==> config.mk <==
export PLATFORM = sky130hd
export DESIGN_NAME = activation
export DESIGN_NICKNAME = d
export VERILOG_FILES = /design/src/rtl/activation_pkg.sv /design/src/rtl/activation_store.sv /design/src/rtl/activation.sv
export SDC_FILE = /design/constraint.sdc
export NUM_CORES = 1
export LEC_CHECK = 0
export CORE_MARGIN = 2
export CORE_UTILIZATION = 55
export CTS_BUF_LIST = sky130_fd_sc_hd__clkbuf_8
export DETAILED_ROUTE_END_ITERATION = 12
export HOLD_SLACK_MARGIN = 0.03
export PLACE_DENSITY = 0.79
export SYNTH_ARGS = -nofsm -noshare
export SYNTH_HDL_FRONTEND = slang
export SYNTH_SLANG_ARGS = --single-unit
export TNS_END_PERCENT = 1
==> constraint.sdc <==
create_clock -name clock -period 15.15 [get_ports clock]
set_input_delay 3.03 -clock clock [delete_from_list [all_inputs] [get_ports clock]]
set_output_delay 3.03 -clock clock [all_outputs]
set_load 0.02 [all_outputs]
==> src/rtl/activation_pkg.sv <==
// rtl/activation_pkg.sv - shared types, PLAN constants and saturation helper for the activation unit
package activation_pkg;

    typedef enum logic {
        LOGISTIC = 1'b0,
        RELU     = 1'b1
    } kind_t;

    // PLAN breakpoints and offsets in units of 1/32. Shifting one left by
    // ARG_FRAC gives its value in Q.(ARG_FRAC+5), the exact working format of
    // the logistic datapath; plan_scale() gives it in Q.ARG_FRAC.
    localparam int PLAN_Q       = 5;
    localparam int PLAN_ONE     = 32;   // 1.0
    localparam int PLAN_BP_SAT  = 160;  // 5.0
    localparam int PLAN_BP_HI   = 76;   // 2.375
    localparam int PLAN_BP_LO   = 32;   // 1.0
    localparam int PLAN_OFS_HI  = 27;   // 0.84375
    localparam int PLAN_OFS_MID = 20;   // 0.625
    localparam int PLAN_OFS_LO  = 16;   // 0.5

    function automatic int plan_scale(input int q5, input int frac);
        return (q5 << frac) >>> PLAN_Q;
    endfunction

    // Clamp to the range of a width-bit signed or unsigned number.
    function automatic logic signed [63:0] saturate(input logic signed [63:0] value,
                                                    input int width,
                                                    input logic is_signed);
        logic signed [63:0] hi;
        logic signed [63:0] lo;
        hi = is_signed ? ((64'sd1 <<< (width - 1)) - 64'sd1) : ((64'sd1 <<< width) - 64'sd1);
        lo = is_signed ? -(64'sd1 <<< (width - 1)) : 64'sd0;
        if (value > hi) return hi;
        if (value < lo) return lo;
        return value;
    endfunction

endpackage

==> src/rtl/activation_store.sv <==
// rtl/activation_store.sv - in-order store of {kind, activation} awaiting back-propagated feedback
// Ports: clock, reset (async active-low), push/push_data, pop/pop_data (head, valid when !empty),
//        count (occupancy), full, empty.
module activation_store
    import activation_pkg::*;
#(
    parameter int DEPTH = 4,
    parameter int WIDTH = 9,
    parameter int CNT_W = $clog2(DEPTH + 1)
) (
    input  logic             clock,
    input  logic             reset,
    input  logic             push,
    input  logic [WIDTH-1:0] push_data,
    input  logic             pop,
    output logic [WIDTH-1:0] pop_data,
    output logic [CNT_W-1:0] count,
    output logic             full,
    output logic             empty
);

    localparam int PTR_W = $clog2(DEPTH);

    logic [WIDTH-1:0] mem [DEPTH];
    logic [PTR_W-1:0] wr_ptr;
    logic [PTR_W-1:0] rd_ptr;

    // DEPTH is a power of two, so the pointers wrap on their own.
    always_ff @(posedge clock or negedge reset) begin
        if (!reset) begin
            wr_ptr <= '0;
            rd_ptr <= '0;
            count  <= '0;
        end else begin
            if (push) wr_ptr <= wr_ptr + PTR_W'(1);
            if (pop)  rd_ptr <= rd_ptr + PTR_W'(1);
            if (push && !pop)      count <= count + CNT_W'(1);
            else if (pop && !push) count <= count - CNT_W'(1);
        end
    end

    always_ff @(posedge clock) begin
        if (push) mem[wr_ptr] <= push_data;
    end

    assign pop_data = mem[rd_ptr];
    assign full     = (count == CNT_W'(DEPTH));
    assign empty    = (count == '0);

endmodule

==> src/rtl/activation.sv <==
// rtl/activation.sv - handshaked logistic/ReLU activation with training store and local delta
// Ports: clock, reset (async active-low); train, kind sampled with the argument;
//        argument_* in / activation_* out (forward); feedback_* in / delta_* out (backward);
//        pending = stored activations awaiting feedback.
module activation
    import activation_pkg::*;
#(
    parameter int ARG_W    = 16,
    parameter int ARG_FRAC = 8,
    parameter int ACT_W    = 8,
    parameter int DEPTH    = 4
) (
    input  logic                         clock,
    input  logic                         reset,
    input  logic                         train,
    input  logic                         kind,
    input  logic                         argument_valid,
    output logic                         argument_ready,
    input  logic [ARG_W-1:0]             argument_data,
    output logic                         activation_valid,
    input  logic                         activation_ready,
    output logic [ACT_W-1:0]             activation_data,
    input  logic                         feedback_valid,
    output logic                         feedback_ready,
    input  logic [ARG_W-1:0]             feedback_data,
    output logic                         delta_valid,
    input  logic                         delta_ready,
    output logic [ARG_W-1:0]             delta_data,
    output logic [$clog2(DEPTH+1)-1:0]   pending
);

    localparam int CNT_W = $clog2(DEPTH + 1);
    localparam int YW    = ARG_FRAC + PLAN_Q + 2;

    localparam logic [ARG_W-1:0] BP_SAT = ARG_W'(plan_scale(PLAN_BP_SAT, ARG_FRAC));
    localparam logic [ARG_W-1:0] BP_HI  = ARG_W'(plan_scale(PLAN_BP_HI, ARG_FRAC));
    localparam logic [ARG_W-1:0] BP_LO  = ARG_W'(plan_scale(PLAN_BP_LO, ARG_FRAC));
    localparam logic [YW-1:0]    ONE_Y  = YW'(PLAN_ONE << ARG_FRAC);
    localparam logic [YW-1:0]    OFS_HI = YW'(PLAN_OFS_HI << ARG_FRAC);
    localparam logic [YW-1:0]    OFS_MD = YW'(PLAN_OFS_MID << ARG_FRAC);
    localparam logic [YW-1:0]    OFS_LO = YW'(PLAN_OFS_LO << ARG_FRAC);
    localparam logic signed [ARG_W-1:0] RELU_ONE = ARG_W'(1 << ARG_FRAC);

    logic                     arg_fire;
    logic                     fb_fire;
    logic                     store_full;
    logic                     store_empty;
    logic [ACT_W:0]           head;
    logic signed [ARG_W-1:0]  x;
    logic [ARG_W-1:0]         mag;
    logic [YW-1:0]            mag_y;
    logic [YW-1:0]            f_y;
    logic [YW-1:0]            y_y;
    logic [ACT_W-1:0]         logistic_act;
    logic [ACT_W-1:0]         relu_act;
    logic [ACT_W-1:0]         act_next;
    logic [ACT_W-1:0]         head_act;
    logic [ACT_W-1:0]         inv_act;
    kind_t                    head_kind;
    logic [2*ACT_W-1:0]       g;
    logic signed [63:0]       fb_ext;
    logic signed [63:0]       g_ext;
    logic signed [63:0]       prod;
    logic [ARG_W-1:0]         delta_next;

    assign argument_ready = (!activation_valid || activation_ready) && (!train || !store_full);
    assign feedback_ready = !store_empty && (!delta_valid || delta_ready);
    assign arg_fire       = argument_valid && argument_ready;
    assign fb_fire        = feedback_valid && feedback_ready;
    assign x              = argument_data;

    // Forward path. The logistic is evaluated in Q.(ARG_FRAC+5) so the /32
    // segment and the 1-f reflection are exact before the final truncation.
    always_comb begin
        mag   = argument_data[ARG_W-1] ? -argument_data : argument_data;
        mag_y = YW'(mag);
        f_y   = ONE_Y;
        if (mag >= BP_SAT)     f_y = ONE_Y;
        else if (mag >= BP_HI) f_y = mag_y + OFS_HI;
        else if (mag >= BP_LO) f_y = (mag_y << 2) + OFS_MD;
        else                   f_y = (mag_y << 3) + OFS_LO;
        y_y = argument_data[ARG_W-1] ? ONE_Y - f_y : f_y;
        logistic_act = ACT_W'(saturate(64'(y_y >> (ARG_FRAC + PLAN_Q - ACT_W)), ACT_W, 1'b0));

        relu_act = ACT_W'(argument_data >> (ARG_FRAC - ACT_W));
        if (x[ARG_W-1] || x == '0) relu_act = '0;
        else if (x >= RELU_ONE)    relu_act = '1;

        act_next = (kind_t'(kind) == RELU) ? relu_act : logistic_act;
    end

    // Backward path: the derivative comes from the oldest stored activation.
    always_comb begin
        head_act  = head[ACT_W-1:0];
        head_kind = kind_t'(head[ACT_W]);
        inv_act   = ~head_act;
        g         = (2*ACT_W)'(head_act) * (2*ACT_W)'(inv_act);
        fb_ext    = {{(64-ARG_W){feedback_data[ARG_W-1]}}, feedback_data};
        g_ext     = {{(64-2*ACT_W){1'b0}}, g};
        prod      = fb_ext * g_ext;
        if (head_kind == RELU) delta_next = (head_act != '0) ? feedback_data : '0;
        else                   delta_next = ARG_W'(saturate(prod >>> (2*ACT_W), ARG_W, 1'b1));
    end

    activation_store #(
        .DEPTH (DEPTH),
        .WIDTH (ACT_W + 1),
        .CNT_W (CNT_W)
    ) u_store (
        .clock     (clock),
        .reset     (reset),
        .push      (arg_fire && train),
        .push_data ({kind, act_next}),
        .pop       (fb_fire),
        .pop_data  (head),
        .count     (pending),
        .full      (store_full),
        .empty     (store_empty)
    );

    always_ff @(posedge clock or negedge reset) begin
        if (!reset) begin
            activation_valid <= 1'b0;
            activation_data  <= '0;
        end else if (arg_fire) begin
            activation_valid <= 1'b1;
            activation_data  <= act_next;
        end else if (activation_ready) begin
            activation_valid <= 1'b0;
        end
    end

    always_ff @(posedge clock or negedge reset) begin
        if (!reset) begin
            delta_valid <= 1'b0;
            delta_data  <= '0;
        end else if (fb_fire) begin
            delta_valid <= 1'b1;
            delta_data  <= delta_next;
        end else if (delta_ready) begin
            delta_valid <= 1'b0;
        end
    end

endmodule

==> summary.txt, run 1 <==
Yosys
  • Synth cell count leaders: inv_1, fa_1, ha_1
  • YS warnings: 0
  • Synth area leaders: fa_1, ha_1, inv_1, edfxtp_1, dfrtp_1
  • Asr flop ratio synth: roughly 48%
  • Synthesized cell area: about 14000 um^2
  • Top-count cell post-synth: inv_1
  • Synthesized instance count: roughly 1600
  • Yosys cell types: just under 80
  • Post-synth top area share: about 29%
  • Synthesized net count: 2027
  • EDFF count, synth: 36
  • Avg Cell Area, Syn: 9.01 um^2
  • Largest area contributor in the netlist: fa_1
  • Main synth FF type: edfxtp_1
  • Seq cells post-synth: between 60 and 70
  • Post-synthesis sequential area ratio: approximately an eighth

Worst setup path
  • Slowest CP cell: dfrtp_1
  • Slowest stage delay, CP: 0.91 ns
  • Crit start category: flip-flop
  • Critical path arrival: 12.99 ns
  • Worst Path Required: ~15 ns
  • Most frequent CP cell: fa_1
  • Setup crit end kind: flip-flop
  • Critical path peak fanout: 18
  • Critical setup path kind: flip-flop to flip-flop

Global routing
  • Gr ovfl total: 0
  • Initial antenna violation count: 0
  • First-pass GRT wire length: 59000 um
  • Largest net degree at the start of global routing: 34
  • Vias in the first global route: around 12000
  • Global Route Usage Sum: roughly 26%

STA
  • Setup violators final: 0
  • Final period util: about 84%
  • Max Freq: 78.7 MHz
  • Clock skew: 0.0138 ns
  • Slew HR: between 20 and 25%
  • Final Hold Fails: 0
  • Setup TNS Final: 0 ns
  • Worst-Margin Slew: approximately 1.2 ns
  • RSZ-0062 raised after global routing: false
  • Shortest period the worst path allows: between 10 and 15 ns
  • Slew Limit Fails: 0

Die
  • Core area: approximately 26000 um^2
  • Top Ports: about 70
  • Die ar.: ~27000 um^2
  • Initial Util: approximately 56%
  • Die width: between 150 and 200 um
  • Num rows: between 50 and 60
  • Chip Height: 166 um

Clock network
  • Reg clk slew, reported paths: 0.09 ns
  • Cts repair resizes: 0
  • Clk sinks: about 70
  • Worst-Skew Late Latency: between 0.3 and 0.4 ns
  • Clock buffer count from CTS: 9
  • Root Driver: clkbuf_8
  • H-tree levels: 3
  • Clock Path Buffers: 2
  • CTS tree: done
  • Post-CTS Hold Fix Bufs: 0
  • Post-CTS setup buffer count: 0

Drt
  • Routed Antenna Nets: 0
  • Residual DRC count: 0
  • Total Wirelength: 34400 um
  • DR pass1 iterations: 5
  • Initial drt markers: 658
  • Vias per cell: between 5 and 6
  • Vias: ~11000
  • Average wire per standard cell: 17.4 um

Place
  • GPL Wtd Cong: 0.931
  • Dpl hpwl: between 20000 and 30000 um
  • Number of port buffers: 70

Layout
  • # diodes: 0
  • Layout Utilization: 60.2%
  • Layout Nets: between 2000 and 2500
  • Layout area overhead: 8.35%
  • Filler cells: around 2200
  • Share of cells above drive strength 1: 4.39%

Min path
  • Hold crit path type: flip-flop to flip-flop

Flow run
  • # Max-Cap Violations: 0

Status
  • Status: finished clean
cell usage in the layout (no fill, tap or decap), drive strengths merged, types with 12 or more instances in the layout:
| master | netlist | final |
|---|---|---|
| nand4 | 12 | 12 |
| edfxtp | 36 | 36 |
| dfrtp | 33 | 33 |
| nor2b | 12 | 12 |
| buf | 8 | 14 |
| nand3 | 12 | 12 |
| and2 | 127 | 127 |
| xor2 | 14 | 14 |
| inv | 302 | 307 |
| xnor2 | 39 | 39 |
| clkdlybuf4s50 | 0 | 69 |
| nand2b | 15 | 15 |
| a21o | 21 | 21 |
| fa | 210 | 210 |
| o21bai | 16 | 16 |
| nor2 | 96 | 96 |
| a21oi | 60 | 60 |
| ha | 179 | 179 |
| nor3 | 13 | 13 |
| a31oi | 16 | 16 |
| nand2 | 149 | 149 |
| o21ai | 39 | 39 |
metrics by stage:
step	cells	hold slack (ns)	worst slack [ns]	cell area, um^2
floorplan	1598	0.497	3.45	14400
global placement	1959	0.488	2.88	15400
detailed placement	1959	0.498	2.48	15400
CTS	1975	0.524	2.45	15600
global route	1975	0.540	1.64	15600
finish	1975	0.518	2.44	15600
kinds of logic after synthesis:
kind of cell	synth area share, %
and+or+nand+nor	17.0
adders and majority gates	44.7
buffers and inverters	9.61
AOI/OAI and AO/OA	10.3
DFF	13.2
xor gates and xnor gates	3.22
muxes	1.87
sequential cells by signal (all words and copies together), names as in the netlist:
register	count
activation_data	8
delta_valid	1
u_store.mem	36
u_store.wr_ptr	2
delta_data	16
u_store.rd_ptr	2
activation_valid	1
u_store.count	3
worst paths after layout:
| kind | start | to | slack [ns] | cells past startpoint |
|---|---|---|---|---|
| max reg2reg | u_store.rd_ptr[0] | delta_data[6] | 2.44 | 42 |
| min reg2reg | activation_data[7] | activation_data[7] | 0.52 | 1 |
| max | u_store.rd_ptr[0] | delta_data[6] | 2.44 | 42 |
| min | activation_data[7] | activation_data[7] | 0.52 | 1 |
| max in group asynchronous | reset | activation_data[0] | 11.92 | 1 |
| min in group asynchronous | reset | u_store.wr_ptr[1] | 2.74 | 1 |
routing by layer:
layer / global-route usage, % / vias to the layer above / wire length (um)
met5: 0 / - / 0
met3: 4.96 / 58 / 2070
met2: 44.7 / 333 / 17100
met4: 6.43 / 0 / 763
li1: - / 5195 / -
met1: 34.1 / 5494 / 14500
layout make-up:
cell class              count  area [um^2]  area share, %
multi-input cells        1165        11100           71.3
flip-flops and latches     69         1910           12.2
inverters                 307         1150           7.39
repair buffers             83          793           5.08
well taps                 335          419           2.69
clock buffers               9          124          0.794
clock inverters             7         75.1          0.481
critical path, delay by kind of cell (launching register included):
kind                     cells  cell delay, ns
AO/OA/AOI/OAI               14            3.01
flip-flops                   1            0.91
buffers and inverters       10            1.04
adder cells (fa/ha/maj)     12            5.87
multiplexers                 2            1.21
XOR/XNOR                     1            0.09
AND/OR/NAND/NOR              3            0.50
Power of run 1 is left out: the tool's default activity adds up to more than one toggle a clock period on the data nets, which glitch-free logic cannot reach.
==> run 2: changes to the inputs <==
--- a/config.mk
+++ b/config.mk
@@ -10,7 +10,7 @@
 export CTS_BUF_LIST = sky130_fd_sc_hd__clkbuf_8
 export DETAILED_ROUTE_END_ITERATION = 12
 export HOLD_SLACK_MARGIN = 0.03
-export PLACE_DENSITY = 0.79
+export PLACE_DENSITY = 0.82
 export SYNTH_ARGS = -nofsm -noshare
 export SYNTH_HDL_FRONTEND = slang
 export SYNTH_SLANG_ARGS = --single-unit
==> constraint.sdc (replaced) <==
create_clock -name clock -period 10.5 [get_ports clock]
set_input_delay 2.1 -clock clock [delete_from_list [all_inputs] [get_ports clock]]
set_output_delay 2.1 -clock clock [all_outputs]
set_load 0.02 [all_outputs]
==> run 2 against run 1 <==
Compared with the run above:
- the flow now finishes with violations (negative setup slack)
- die area stayed put
- routed wire length rose by 1.8%
- sequential cell count unchanged
- via count is 4.6% higher
- highest routed layer unchanged
==> summary.txt, run 2 (synthesis gave the netlist of run 1 again) <==
Layout
  • Final instance area: 16600 um^2 (+6.1%)
  • Layout Nets: 2133 (+3.3%)
  • Max reg flops: 36 (unchanged)
  • Share of cells above drive strength 1: 11.2% (+6.8 points)
  • Largest regs: u_store.mem: 36 flops, delta_data: 16 flops, activation_data: 8 flops
  • Register with the most flip-flops: u_store.mem
  • Layout area overhead: 15.0%
  • Most frequent cells in the layout: inv_1, fa_1, ha_1
  • Most common cell after layout, fill and taps aside: inv_1
  • # diodes: 0 (unchanged)

Drt
  • Average wire per standard cell: 17.1 um (-1.7%)
  • Vias: 11600 (+4.6%)
  • Routed Antenna Nets: 0 (unchanged)
  • Initial drt markers: 735 (+12%)
  • Vias per cell: 5.67 (+1.1%)
  • Residual DRC count: 0 (unchanged)
  • DR pass1 iterations: 5 (unchanged)
  • Total Wirelength: 35000 um (+1.8%)

STA
  • Slew Limit Fails: 0 (unchanged)
  • Final setup margin: -0.0192 ns (-2.46 ns)
  • RSZ-0062 raised after global routing: true
  • Final period util: 100% (+16 points)
  • Final Hold Fails: 0 (unchanged)
  • Worst-Margin Slew: 0.918 ns (-0.280 ns)
  • Max Freq: 95.1 MHz (+21%)
  • Clock skew: 0.0122 ns (-0.00167 ns)
  • Slew HR: 38.6% (+19 points)
  • Setup violators final: 3 (+3)
  • Shortest period the worst path allows: 10.52 ns (-2.19 ns)

Place
  • Placed inst area: 15900 um^2 (+3.5%)
  • Pre-CTS setup slack: -0.113 ns (-2.59 ns)
  • GPL Wtd Cong: 0.883 (-5.2%)
  • Dpl hpwl: 28100 um (+2.3%)
  • Number of port buffers: 70 (unchanged)

Clock network
  • Reg clk slew, reported paths: 0.07 ns (-0.02 ns)
  • Post-CTS Hold Fix Bufs: 0 (unchanged)
  • H-tree levels: 3 (unchanged)
  • Worst-Skew Late Latency: 0.34 ns (-0.02 ns)
  • Clock buffer count from CTS: 9 (unchanged)
  • Clk sinks: 69 (unchanged)
  • Clock Path Buffers: 2 (unchanged)
  • CTS tree: done
  • Root Driver: clkbuf_8

Worst setup path
  • Worst R2R Setup Slack: -0.02 ns (-2.46 ns)
  • FF-to-FF path depth: 42 (unchanged)
  • Worst Path Required: 10.71 ns (-4.72 ns)
  • Critical path peak fanout: 10 (-8)
  • Critical path arrival: 10.73 ns (-2.26 ns)
  • Slowest stage delay, CP: 0.57 ns (-0.34 ns)
  • Slowest CP cell: fa_1
  • FF-to-FF End: delta_data[12]
  • Reg-to-reg critical path startpoint: u_store.rd_ptr[0]
  • Crit path capture: delta_data[12]
  • Critical setup path kind: flip-flop to flip-flop
  • Crit path launch: u_store.rd_ptr[0]
  • Crit start category: flip-flop
  • Most frequent CP cell: fa_1
  • Setup crit end kind: flip-flop

Die
  • Initial Util: 55.6% (unchanged)
  • Top Ports: 71 (unchanged)
  • Num rows: 59 (unchanged)
  • Chip Height: 166 um (unchanged)
  • Core area: 25900 um^2 (unchanged)
  • Die width: 166 um (unchanged)
  • Die ar.: 27500 um^2 (unchanged)

Flow run
  • # Max-Cap Violations: 0 (unchanged)

Global routing
  • Largest net degree at the start of global routing: 34 (unchanged)
  • First-pass GRT wire length: 59300 um (+0.48%)
  • Gr ovfl total: 0 (unchanged)
  • Global Route Usage Sum: 26.0% (about the same)
  • Vias in the first global route: 12500 (+3.9%)
  • Initial antenna violation count: 0 (unchanged)

Min path
  • Hold crit path type: flip-flop to flip-flop

Status
  • Status: finished, violations left
  • Failing checks: negative setup slack
-- run 2: cell types whose count changed in the layout (fill, tap and decap cells not counted), sizes merged --
cell      previous run  this run
buf                 14        82
clkinv               6         3
bufinv               0         3
clkinvlp             1         0
clkbuf               9        11
-- run 2: how the worst min path moves through the flow --
| stage | slack (ns) | endpoint | start | depth (start not counted) |
|---|---|---|---|---|
| 2_1_floorplan | 0.50 | u_store.wr_ptr[0] | u_store.wr_ptr[0] | 1 |
| 6_report | 0.52 | activation_data[7] | activation_data[7] | 1 |
| 4_1_cts | 0.52 | activation_data[7] | activation_data[7] | 1 |
| 3_3_place_gp | 0.49 | delta_valid | delta_valid | 1 |
| 5_1_grt | 0.53 | activation_data[7] | activation_data[7] | 1 |
| 3_5_place_dp | 0.50 | activation_data[7] | activation_data[7] | 1 |
-- run 2: timing repair --
| item | 4_1_cts | 5_1_grt |
|---|---|---|
| setup endpoints to repair | 15 | 16 |
| gates resized for setup | 13 | 47 |
| setup buffers | 1 | 5 |
| gates cloned | 1 | 2 |
| pin swaps | 9 | 28 |
-- run 2: metrics by stage --
| step | setup TNS (ns) | util, % | cells | hold WS (ns) |
|---|---|---|---|---|
| 2_1_floorplan | -0.0945 | - | 1598 | 0.497 |
| 3_3_place_gp | 0 | 61.5 | 2019 | 0.488 |
| 3_5_place_dp | -0.419 | 61.5 | 2019 | 0.500 |
| 4_1_cts | -0.00398 | 62.7 | 2037 | 0.518 |
| 5_1_grt | -7.19 | 63.9 | 2044 | 0.534 |
| 6_report | -0.0300 | 63.9 | 2044 | 0.516 |
-- run 2: layer usage --
metal / share of wire (%) / vias up / GRT usage [%]
li1: - / 5331 / -
met1: 40 / 5760 / 32.4
met2: 51 / 411 / 46.0
met3: 6.1 / 93 / 3.84
met4: 3.3 / 0 / 9.38
met5: 0 / - / 0
-- run 2: final cells by class --
class | count | area (um^2)
Timing Repair Buffer | 152 | 1380
Clock buffer | 10 | 138
Sequential cell | 69 | 1910
Tap cell | 335 | 419
Fill cell | 2016 | 9350
Inverter | 307 | 1150
Multi-Input combinational cell | 1165 | 11400
Clock inverter | 6 | 109
-- run 2: worst max-delay path: cells and delay by family, from the launching register on --
family | cells | cell delay, ns
flops | 1 | 0.42
xor+xnor | 1 | 0.18
mux | 1 | 0.35
buf+inv | 10 | 0.94
compound gates | 14 | 2.08
fa+ha+maj | 12 | 5.64
simple gates | 4 | 0.80
Power of run 2 is left out for the same reason.
